**config.mk**
```make
export PLATFORM = sky130hd
export DESIGN_NAME = multiword_add_ctrl
export DESIGN_NICKNAME = d
export VERILOG_FILES = /design/src/rtl/multiword_add_pkg.sv /design/src/rtl/multiword_add_ripple_carry_adder.sv /design/src/rtl/multiword_add_ctrl.sv
export SDC_FILE = /design/constraint.sdc
export NUM_CORES = 1
export LEC_CHECK = 0
export ABC_AREA = 1
export CAP_MARGIN = 40
export CORE_MARGIN = 10
export CORE_UTILIZATION = 51
export DETAILED_ROUTE_END_ITERATION = 8
export HOLD_SLACK_MARGIN = 0.1
export PLACE_DENSITY = 0.8
export SLEW_MARGIN = 10
export SYNTH_ARGS = -nofsm -noshare
export SYNTH_HDL_FRONTEND = slang
export SYNTH_SLANG_ARGS = --single-unit
export TNS_END_PERCENT = 5
```
**constraint.sdc**
```tcl
create_clock -name clk -period 3.8 [get_ports clk]
set_input_delay 0.38 -clock clk [delete_from_list [all_inputs] [get_ports clk]]
set_output_delay 0.38 -clock clk [all_outputs]
set_load 0.03 [all_outputs]
```
**src/rtl/multiword_add_pkg.sv**
```systemverilog
// Shared definitions for the multiword nibble-serial adder.
package multiword_add_pkg;

   // Width of one adder slice in bits
   localparam int NIB_W = 4;

   // Largest legal WORDS value (operand width up to 64 bits)
   localparam int MAX_WORDS = 16;

   typedef enum logic [1:0] {
      IDLE = 2'd0,
      RUN  = 2'd1,
      DONE = 2'd2
   } state_t;

endpackage

```
**src/rtl/multiword_add_ripple_carry_adder.sv**
```systemverilog
// 4-bit ripple-carry adder slice, reused once per nibble by the controller.
module ripple_carry_adder
   import multiword_add_pkg::*;
(
   input  logic [NIB_W-1:0] a,
   input  logic [NIB_W-1:0] b,
   input  logic             cin,
   output logic [NIB_W-1:0] sum,
   output logic             cout
);

   // Chain of full adders, carry rippling from bit 0 upward
   always_comb begin
      logic c;
      c   = cin;
      sum = '0;
      for (int i = 0; i < NIB_W; i++) begin
         sum[i] = a[i] ^ b[i] ^ c;
         c      = (a[i] & b[i]) | (a[i] & c) | (b[i] & c);
      end
      cout = c;
   end

endmodule

```
**src/rtl/multiword_add_ctrl.sv**
```systemverilog
// Nibble-serial multiword adder controller. One operand pair is captured,
// then one nibble per cycle is pushed through a single 4-bit adder slice.
// Optional subtraction (a - b via inverted B and carry-in of 1) is enabled
// by defining MULTIWORD_ADD_SUB_EN, which also adds the 'sub' input port.
//
// state | meaning
// IDLE  | ready for an operand pair
// RUN   | one nibble added per cycle, idx walks 0..WORDS-1
// DONE  | result held until the consumer takes it
module multiword_add_ctrl
   import multiword_add_pkg::*;
#(
   parameter int WORDS = 4
) (
   input  logic                     clk,
   input  logic                     rst_n,
   input  logic                     in_valid,
   output logic                     in_ready,
   input  logic [NIB_W*WORDS-1:0]   a,
   input  logic [NIB_W*WORDS-1:0]   b,
   input  logic                     cin,
`ifdef MULTIWORD_ADD_SUB_EN
   input  logic                     sub,
`endif
   output logic                     out_valid,
   input  logic                     out_ready,
   output logic [NIB_W*WORDS-1:0]   sum,
   output logic                     cout,
   output logic                     busy
);

   localparam int W     = NIB_W * WORDS;
   localparam int IDX_W = (WORDS > 1) ? $clog2(WORDS) : 1;

   state_t           state;
   state_t           state_nx;
   logic [W-1:0]     a_reg;
   logic [W-1:0]     b_reg;
   logic [W-1:0]     sum_reg;
   logic             carry;
   logic             cout_reg;
   logic [IDX_W-1:0] idx;
   logic             sub_reg;
   logic             last;
   logic             accept;
   logic             sub_in;

   logic [NIB_W-1:0] slice_a;
   logic [NIB_W-1:0] slice_b;
   logic [NIB_W-1:0] slice_sum;
   logic             slice_cout;

`ifdef MULTIWORD_ADD_SUB_EN
   assign sub_in = sub;
`else
   assign sub_in = 1'b0;
`endif

   assign accept = (state == IDLE) && in_valid;
   assign last   = (idx == IDX_W'(WORDS - 1));

   // Current nibble of the captured operands; B is inverted when subtracting
   assign slice_a = a_reg[NIB_W*idx +: NIB_W];
   assign slice_b = b_reg[NIB_W*idx +: NIB_W] ^ {NIB_W{sub_reg}};

   ripple_carry_adder u_slice (
      .a    (slice_a),
      .b    (slice_b),
      .cin  (carry),
      .sum  (slice_sum),
      .cout (slice_cout)
   );

   // State register
   always_ff @(posedge clk or negedge rst_n) begin
      if (!rst_n) state <= IDLE;
      else        state <= state_nx;
   end

   // Next-state logic
   always_comb begin
      state_nx = state;
      case (state)
         IDLE:    if (in_valid) state_nx = RUN;
         RUN:     if (last)     state_nx = DONE;
         DONE:    if (out_ready) state_nx = IDLE;
         default: state_nx = IDLE;
      endcase
   end

   // Operand capture and per-nibble accumulation of the result
   always_ff @(posedge clk or negedge rst_n) begin
      if (!rst_n) begin
         a_reg    <= '0;
         b_reg    <= '0;
         sum_reg  <= '0;
         carry    <= 1'b0;
         cout_reg <= 1'b0;
         idx      <= '0;
         sub_reg  <= 1'b0;
      end else begin
         if (accept) begin
            a_reg   <= a;
            b_reg   <= b;
            sub_reg <= sub_in;
            carry   <= sub_in ? 1'b1 : cin;
            idx     <= '0;
         end else if (state == RUN) begin
            sum_reg[NIB_W*idx +: NIB_W] <= slice_sum;
            carry                       <= slice_cout;
            idx                         <= idx + 1'b1;
            if (last) cout_reg <= slice_cout;
         end
      end
   end

   assign in_ready  = (state == IDLE);
   assign out_valid = (state == DONE);
   assign busy      = (state != IDLE);
   assign sum       = sum_reg;
   assign cout      = cout_reg;

endmodule

```
==> metrics <==
Clock Skew 0.00684 ns; reg2reg start idx[1]; Finished Layout Cells 455; Detail Route Antenna Nets 0; H-tree depth 2; Fillers 429; ratio of cells with drive above 1 in the final layout 6.49%; DP Cell Count 447; TritonCTS Buffers 5; Critical Path Start idx[1]; Vias/cell 5.06; Crit. End Element flop; Most used DFF post-synth dfrtp_1; initial DRC count 90; global-route wire length before repair 10600 µm; drt pass-1 iters 5; M2 GR Usage 24.8%; Reg clk slew, reported paths 0.10 ns; CTS tree built; post-synthesis cell count 334; R2R Setup Slk 0.77 ns; # hold bufs at CTS 0; CP max FO 15; Final Cycle Share 79.8%; Synth Area per Inst 8.25 µm²; via count 2304; GPL Wtd Cong 0.847; worst hold path type primary input to asynchronous set/reset pin; most frequent cells in the layout nand2_1, clkdlybuf4s50_1, dfrtp_1, nand3_1, nor2_1; Power Total 3100 µW; final wirelength 6250 µm; slowest CP cell dfrtp_1; Fin. Hold Viols 0; Slew Viols, Final 0; Core Region 0.00517 mm²; syn nets 381; DIE WIDTH 93.5 µm; Root Driver clkbuf_8; initial antenna violation count 0; most crowded layer after global routing met2; Pint 1690 µW; Seq/Total Area, Yosys 49.0%; clock group share of total power 15.0%; slew margin rel. 51.1%; worst endpoint required time 4.01 ns; TNS Setup 0 ns; switching share of total power 45.5%; max_cap viols 0; pwr/cell area 900 mW/mm²; Post-Syn Area 0.00276 mm²; Seq cells post-synth 54; Wirelength per Cell 13.7 µm; Post-CTS Setup Inserts 0; # resized after CTS 0; Final setup viols 0; Yosys cell types 21; crit path kind flop to flop; Rows 26; initial core utilization 53.3%; Worst VDD drop 372 µV; post-route minimum period 3.03 ns; die area 0.00874 mm²; area delta synth->final 25.0%; GR Util met1 17.5%; warnings from Yosys 0; Psw 1410 µW; IO buf count 56; grt ovf 0; gr usage total 14.8%; Detailed Place HPWL 4770 µm; startpoint types flop; vias in the first global route 2346; outcome complete, no violations; Comb power frac 53.0%; largest net degree at the start of global routing 55; reg2reg end sum[15]; Seq pwr share 32.0%; Longest Clk Path Bufs 2; ys async rst share 100%; # clock sinks 54; number of diodes 0; RSZ-0062 raised after global routing false; Slew @ Worst Pin 0.732 ns; number of I/O pins 57; fmax 0.330 GHz; Cell Chain, Critical Path inv_1 > nor2_1 > o21ai_0 > nand2_1 > fa_1 > inv_1 > fa_1 > fa_1 > inv_1 > fa_1 > nand2_1 > nor2_1 > nand2_1 > nand2_1; clk_lat worst skew 0.31 ns; Remaining DRCs 0; Leak 0.00173 µW; max incr delay on CP 0.51 ns; met3 usage 4.32%; most common cell after layout, fill and taps aside nand2_1; EDFF count, synth 0; Final Net Count 431; critical path arrival 3.24 ns; Chip Height 93.5 µm; reg2reg path depth 14
==> kinds of logic (layout without fill, tap and decap cells) <==
family / after synthesis / count (layout) / share of synthesized area (%)
AND/OR/NAND/NOR: 217 / 217 / 34.6
buffers and inverters: 34 / 85 / 6.86
AO/OA/AOI/OAI: 19 / 19 / 3.91
adder cells (fa/ha/maj): 10 / 10 / 5.63
flip-flops: 54 / 54 / 49.0
==> how the worst max path moves through the flow <==
stage          slack, ns  endpoint  depth (start not counted)
3_5_place_dp        0.77   sum[15]                         13
6_report            0.77   sum[15]                         14
3_3_place_gp        0.90   sum[15]                         13
2_1_floorplan       1.09   sum[11]                         15
4_1_cts             0.76   sum[15]                         13
5_1_grt             0.51   sum[15]                         14
==> cells in the mapped netlist, types with 2 or more instances <==
library cell	count	area (µm²)
nor2_1	20	75.1
o211ai_1	4	30.0
nand3_2	2	20.0
nand2_4	4	45.0
inv_2	2	7.51
nand3_1	53	265
dfrtp_1	54	1350
nand4_1	2	12.5
buf_4	3	22.5
nand2_1	132	495
nor2_2	2	12.5
inv_1	15	56.3
buf_2	8	40.0
fa_1	4	80.1
ha_1	6	75.1
o21ai_0	14	70.1
buf_6	5	56.3
==> worst max-delay path, delay by kind of cell, from the launching register on <==
kind	cells	cell delay, ns
AO/OA/AOI/OAI	1	0.08
adder cells (fa/ha/maj)	4	1.38
buffers and inverters	3	0.40
flip-flops	1	0.51
AND/OR/NAND/NOR	6	0.56
==> cell type report <==
type / instances / area (µm²) / area share (%)
Tap cell: 70 / 87.6 / 2.54
Inverter: 18 / 70.1 / 2.03
Multi-Input combinational cell: 246 / 1210 / 35.3
Sequential cell: 54 / 1350 / 39.2
Timing Repair Buffer: 59 / 578 / 16.8
Clock buffer: 6 / 82.6 / 2.40
Clock inverter: 2 / 60.1 / 1.74
==> power groups by stage <==
| stage | sequential (µW) | combinational, µW | clock [µW] |
|---|---|---|---|
| final | 992 | 1640 | 465 |
| after global routing | 1030 | 1850 | 496 |
| after CTS | 993 | 1660 | 468 |
| after detailed placement | 1000 | 1650 | 0 |
| after global placement | 994 | 1580 | 0 |
| after floorplan | 1050 | 1160 | 0 |
==> per-layer routing <==
metal  vias up  share of wire, %
met5         -                 0
met3        11               5.7
li1       1166                 -
met2        57                49
met4         0               1.9
met1      1070                43
==> through the flow <==
step	setup WS (ns)	hold WS, ns	utilization, %	instance area (µm²)
after floorplan	1.09	0.0844	-	2760
after global placement	0.899	0.458	63.8	3300
after detailed placement	0.772	0.464	63.8	3300
after CTS	0.757	0.204	66.6	3440
after global routing	0.513	0.215	66.6	3440
final	0.768	0.174	66.6	3440
(Power assumes the default switching activity.)
